### src/rtl/id_ex_stage.sv
// id_ex_stage: ID/EX pipeline register with load-use hazard detection, flush squash and a saturating bubble counter.
module id_ex_stage #(
  parameter logic [15:0] STALL_MAX = 16'hFFFF
) (
  input  logic        clk,
  input  logic        reset,
  input  logic [4:0]  IF_ID_rs1,
  input  logic [4:0]  IF_ID_rs2,
  input  logic [4:0]  IF_ID_rd,
  input  logic [63:0] IF_ID_PC,
  input  logic [63:0] ReadData1,
  input  logic [63:0] ReadData2,
  input  logic [63:0] imm_data,
  input  logic [3:0]  funct4,
  input  logic        RegWrite,
  input  logic        MemRead,
  input  logic        MemWrite,
  input  logic        MemtoReg,
  input  logic        Branch,
  input  logic        ALUSrc,
  input  logic [1:0]  ALUOp,
  input  logic        flush,
  output logic [4:0]  ID_EX_rs1,
  output logic [4:0]  ID_EX_rs2,
  output logic [4:0]  ID_EX_rd,
  output logic [63:0] ID_EX_PC,
  output logic [63:0] ID_EX_ReadData1,
  output logic [63:0] ID_EX_ReadData2,
  output logic [63:0] ID_EX_imm_data,
  output logic [3:0]  ID_EX_funct4,
  output logic        ID_EX_RegWrite,
  output logic        ID_EX_MemRead,
  output logic        ID_EX_MemWrite,
  output logic        ID_EX_MemtoReg,
  output logic        ID_EX_Branch,
  output logic        ID_EX_ALUSrc,
  output logic [1:0]  ID_EX_ALUOp,
  output logic        ID_EX_valid,
  output logic        hazard,
  output logic        PCWrite,
  output logic        IF_ID_Write,
  output logic [15:0] stall_count
);
  logic w_hazard;
  logic w_clear;
  // flush squashes the dependent instruction, so it also masks the stall
  assign w_hazard = ID_EX_valid & ID_EX_MemRead & (ID_EX_rd != 5'd0) &
                    ((ID_EX_rd == IF_ID_rs1) | (ID_EX_rd == IF_ID_rs2)) & ~flush;
  assign w_clear     = reset | flush | w_hazard;
  assign hazard      = w_hazard;
  assign PCWrite     = ~w_hazard;
  assign IF_ID_Write = ~w_hazard;
  always_ff @(posedge clk) begin
    ID_EX_rs1       <= w_clear ? 5'd0  : IF_ID_rs1;
    ID_EX_rs2       <= w_clear ? 5'd0  : IF_ID_rs2;
    ID_EX_rd        <= w_clear ? 5'd0  : IF_ID_rd;
    ID_EX_PC        <= w_clear ? 64'd0 : IF_ID_PC;
    ID_EX_ReadData1 <= w_clear ? 64'd0 : ReadData1;
    ID_EX_ReadData2 <= w_clear ? 64'd0 : ReadData2;
    ID_EX_imm_data  <= w_clear ? 64'd0 : imm_data;
    ID_EX_funct4    <= w_clear ? 4'd0  : funct4;
    ID_EX_RegWrite  <= ~w_clear & RegWrite;
    ID_EX_MemRead   <= ~w_clear & MemRead;
    ID_EX_MemWrite  <= ~w_clear & MemWrite;
    ID_EX_MemtoReg  <= ~w_clear & MemtoReg;
    ID_EX_Branch    <= ~w_clear & Branch;
    ID_EX_ALUSrc    <= ~w_clear & ALUSrc;
    ID_EX_ALUOp     <= w_clear ? 2'd0 : ALUOp;
    ID_EX_valid     <= ~w_clear;
    if (reset)
      stall_count <= 16'd0;
    else if (w_hazard && stall_count != STALL_MAX)
      stall_count <= stall_count + 16'd1;
  end
endmodule
### config.mk
export PLATFORM = sky130hd
export DESIGN_NAME = id_ex_stage
export DESIGN_NICKNAME = d
export VERILOG_FILES = /design/src/rtl/id_ex_stage.sv
export SDC_FILE = /design/constraint.sdc
export NUM_CORES = 1
export LEC_CHECK = 0
export CELL_PAD_IN_SITES_DETAIL_PLACEMENT = 1
export CELL_PAD_IN_SITES_GLOBAL_PLACEMENT = 1
export CORE_AREA = 2 2 228 230
export CTS_BUF_LIST = sky130_fd_sc_hd__clkbuf_4 sky130_fd_sc_hd__clkbuf_8
export DETAILED_ROUTE_END_ITERATION = 10
export DIE_AREA = 0 0 230 232
export GPL_ROUTABILITY_DRIVEN = 0
export PLACE_DENSITY_LB_ADDON = 0.1
export SETUP_SLACK_MARGIN = 0.15
export SYNTH_ARGS = -nofsm -noshare
export SYNTH_HDL_FRONTEND = slang
export SYNTH_SLANG_ARGS = --single-unit
### constraint.sdc
create_clock -name clk -period 2.1 [get_ports clk]
set_input_delay 0.42 -clock clk [delete_from_list [all_inputs] [get_ports clk]]
set_output_delay 0.42 -clock clk [all_outputs]
set_load 0.005 [all_outputs]
==> results.toml <==
[run_status]
status = "complete, but fails checks"
violations = "negative setup slack"

[cts]
cts.path.max_buffers = 3
clkLatencyLatePin_ns = 0.63
cts_tree = "yes"
numClockSinks = 300
htree_levels = 2
cts_made_buffers = 58
cts-hold-fix-buffers = 0
cts-root-buf = "clkbuf_8"
path_clk_slew_ns = 0.06

[global_route]
grt_max_degree = 37
gr-total-overflow = 0
track_usage_pct = 15.0
grt_pass1_wl_um = 57900
grt_pass1_vias = 7964
antenna_found_initial = 4

[timing]
drv_slew = 0
skew_ns = 0.0288
setup_ws_ns = -0.251
finalCritPeriodShare_pct = 112
fmax_mhz = 425
whs_ns = 0.344
max-slew-margin-rel_pct = 70.7
rsz0062_at_grt = "yes"
hold_viol_final = 0
min_period_ns = 2.35
tns_ns = -45.85
worstMarginPinSlew_ns = 0.439
setup_viol = 285

[worst_setup_path]
path_class = "flip-flop to flip-flop"
critical-path-top-delay-family = "buffers and inverters"
slowest_stage = "dfxtp_4"
r2r_end = "ID_EX_imm_data[59]"
ff2ff_setup_slack_ns = -0.25
crit_chain = "xnor2_2 > buf_4 > nand3_4 > o22ai_4 > buf_4 > buf_6 > buf_6 > buf_6 > a211oi_4 > buf_6 > buf_12 > buf_6 > buf_12 > clkbuf_16 > and2_1"
worst_ep_arrival_time_ns = 2.93
worstSetupStartpoint = "ID_EX_rd[4]"
critPathMaxStageDelay_ns = 0.36
crit_buf_inv = 10
reg2reg_depth = 15
cpMostUsedCell = "buf_6"
worstPathMaxFanout = 8
crit_path_end_kind = "flip-flop"
worstPathRequired_ns = 2.68
path_depth = 15
start_kind = "flip-flop"
endpoint = "ID_EX_imm_data[59]"
r2r-start = "ID_EX_rd[4]"

[finish]
area_growth_syn_to_layout_pct = 108
finish.utilization_pct = 35.5
multi_input_area_um2 = 2690
drive_gt1_share_pct = 18.6
final_nets = 1719
finalNonFillerCells = 2161
regArea_um2 = 6040
fillCellCount = 5634

[drt]
wl_met1_um = 15300
route.vias.total = 7710
met2_length_um = 22300
finalWirelength_um = 42000
drc = 0
drt-pass1-iter-count = 4
drt_iter0_drc = 115
wl_per_cell_um = 19.4
wl_met3_um = 3490
dr.max_layer_used = "met5"
drt.antenna.violating_nets = 0
viasPerCell = 3.57

[synthesis]
synth_top_cell_area_share_pct = 69.3
yosys_warnings = 0
yosysTopAreaCell = "dfxtp_1"
synth_nets = 1010
synth.distinct_cells = 36
syn_area_per_cell_um2 = 12.0
yosysSeqAreaShare_pct = 69.3
synthTopCellsByArea = "dfxtp_1 (69%), and2_1 (21%), clkbuf_2 (1.5%)"
ys_seq_elements = 300
synth_area_um2 = 8670
syn_inst = 723

[min_path]
min-delay-path-class = "input port to flip-flop"

[job]
cap_violations = 0

[power]
power_w = 0.0138
pwr_density_cell_nw_per_um2 = 764
vdd_drop_max_mv = 0.425
p_leak_nw = 7.39

[die]
start_util_pct = 17.0
fp.dieW_um = 230
top_level_ports = 589
coreArea_um2 = 50900
core.rowCount = 83
die-area_um2 = 53400
die_y_um = 232

[place]
port-buffer-count = 588
hpwl_um = 31400
dp_cells = 2000
repair_timing:
item	4_1_cts	5_1_grt
setup endpoints to repair	472	442
setup buffers	16	15
cloned	10	11
gates resized for setup	145	60
pin swaps	7	4
kinds of logic after synthesis:
family | synth area share [%]
DFF | 69.3
AOI/OAI and AO/OA | 3.05
adders and majority gates | 0.144
buffers and inverters | 2.18
xor gates and xnor gates | 1.01
muxes | 0.390
and+or+nand+nor | 23.9
registers in the layout, summed over array words and instances (netlist names):
signal	count
ID_EX_funct4	4
ID_EX_valid	1
ID_EX_ALUSrc	1
ID_EX_ReadData1	64
ID_EX_rd	5
ID_EX_MemRead	1
stall_count	16
ID_EX_imm_data	64
ID_EX_rs1	5
ID_EX_rs2	5
ID_EX_Branch	1
ID_EX_RegWrite	1
ID_EX_ReadData2	64
ID_EX_ALUOp	2
ID_EX_MemtoReg	1
ID_EX_PC	64
ID_EX_MemWrite	1
cell usage after synthesis (all sizes together):
| cell | number |
|---|---|
| mux2 | 3 |
| or4 | 7 |
| and2 | 285 |
| or3b | 1 |
| o21ai | 6 |
| nand3 | 10 |
| dfxtp | 300 |
| o31ai | 6 |
| or3 | 4 |
| buf | 5 |
| a211oi | 1 |
| o22ai | 1 |
| a311oi | 2 |
| nand4 | 2 |
| o22a | 1 |
| a21oi | 12 |
| nand2 | 6 |
| nor2b | 4 |
| ha | 1 |
| clkbuf | 31 |
| nor3b | 1 |
| and3 | 5 |
| nor3 | 3 |
| inv | 2 |
| o211ai | 3 |
| a31oi | 2 |
| nor2 | 8 |
| xnor2 | 10 |
| nand3b | 1 |
power breakdown:
part           switching, W  leakage [nW]  total (W)  internal [W]
Sequential        0.0000627          2.47    0.00597       0.00591
Combinational      0.000465          4.25    0.00161       0.00115
Clock               0.00260         0.674    0.00623       0.00363
Total               0.00313          7.39     0.0138        0.0107
worst register-to-register path: stages (launching register included):
cell       delay (ns)
dfxtp_4          0.36
xnor2_2          0.12
buf_4            0.14
nand3_4          0.09
o22ai_4          0.09
buf_4            0.14
buf_6            0.10
buf_6            0.10
buf_6            0.11
a211oi_4         0.25
buf_6            0.14
buf_12           0.13
buf_6            0.11
buf_12           0.14
clkbuf_16        0.16
and2_1           0.12
through the flow:
step           area, um^2  worst slack (ns)
2_1_floorplan        8670             0.228
3_3_place_gp        15700            -0.776
3_5_place_dp        15700            -0.784
4_1_cts             17500            -0.296
5_1_grt             18100            -0.367
6_report            18100            -0.251
per-layer routing:
metal	GRT usage (%)	vias up
met5	0	-
met4	4.88	2
met3	5.66	62
met2	27.4	310
met1	15.8	3613
li1	-	3723
cells in the final DEF (no fill, tap or decap), types with 8 or more instances in the layout:
| cell type | n |
|---|---|
| buf_12 | 15 |
| a21oi_1 | 10 |
| buf_16 | 13 |
| clkdlybuf4s50_1 | 517 |
| buf_6 | 20 |
| nand3_1 | 8 |
| and2_1 | 261 |
| xnor2_2 | 9 |
| clkbuf_4 | 15 |
| buf_4 | 39 |
| clkbuf_8 | 80 |
| dlygate4sd2_1 | 66 |
| dfxtp_1 | 287 |
| and2_4 | 24 |
worst min path at each step:
stage / cells past startpoint / slack, ns / endpoint / from
2_1_floorplan: 2 / 0.49 / stall_count[10] / stall_count[10]
3_3_place_gp: 2 / 0.50 / stall_count[13] / stall_count[13]
3_5_place_dp: 2 / 0.51 / stall_count[13] / stall_count[13]
4_1_cts: 2 / 0.26 / ID_EX_ReadData2[4] / ReadData2[4]
5_1_grt: 2 / 0.28 / ID_EX_rd[0] / IF_ID_rd[0]
6_report: 2 / 0.34 / ID_EX_rd[0] / IF_ID_rd[0]
area by class of cell:
cell class,instances,share of cell area (%)
timing repair buffer,685,39.9
sequential,300,33.4
multi-input combinational,385,14.9
clock buffer,95,6.72
tap,680,4.71
clock inverter,8,0.270
antenna,6,0.0831
inverter,2,0.0415
Note: power is estimated with default switching activity, not from simulation.
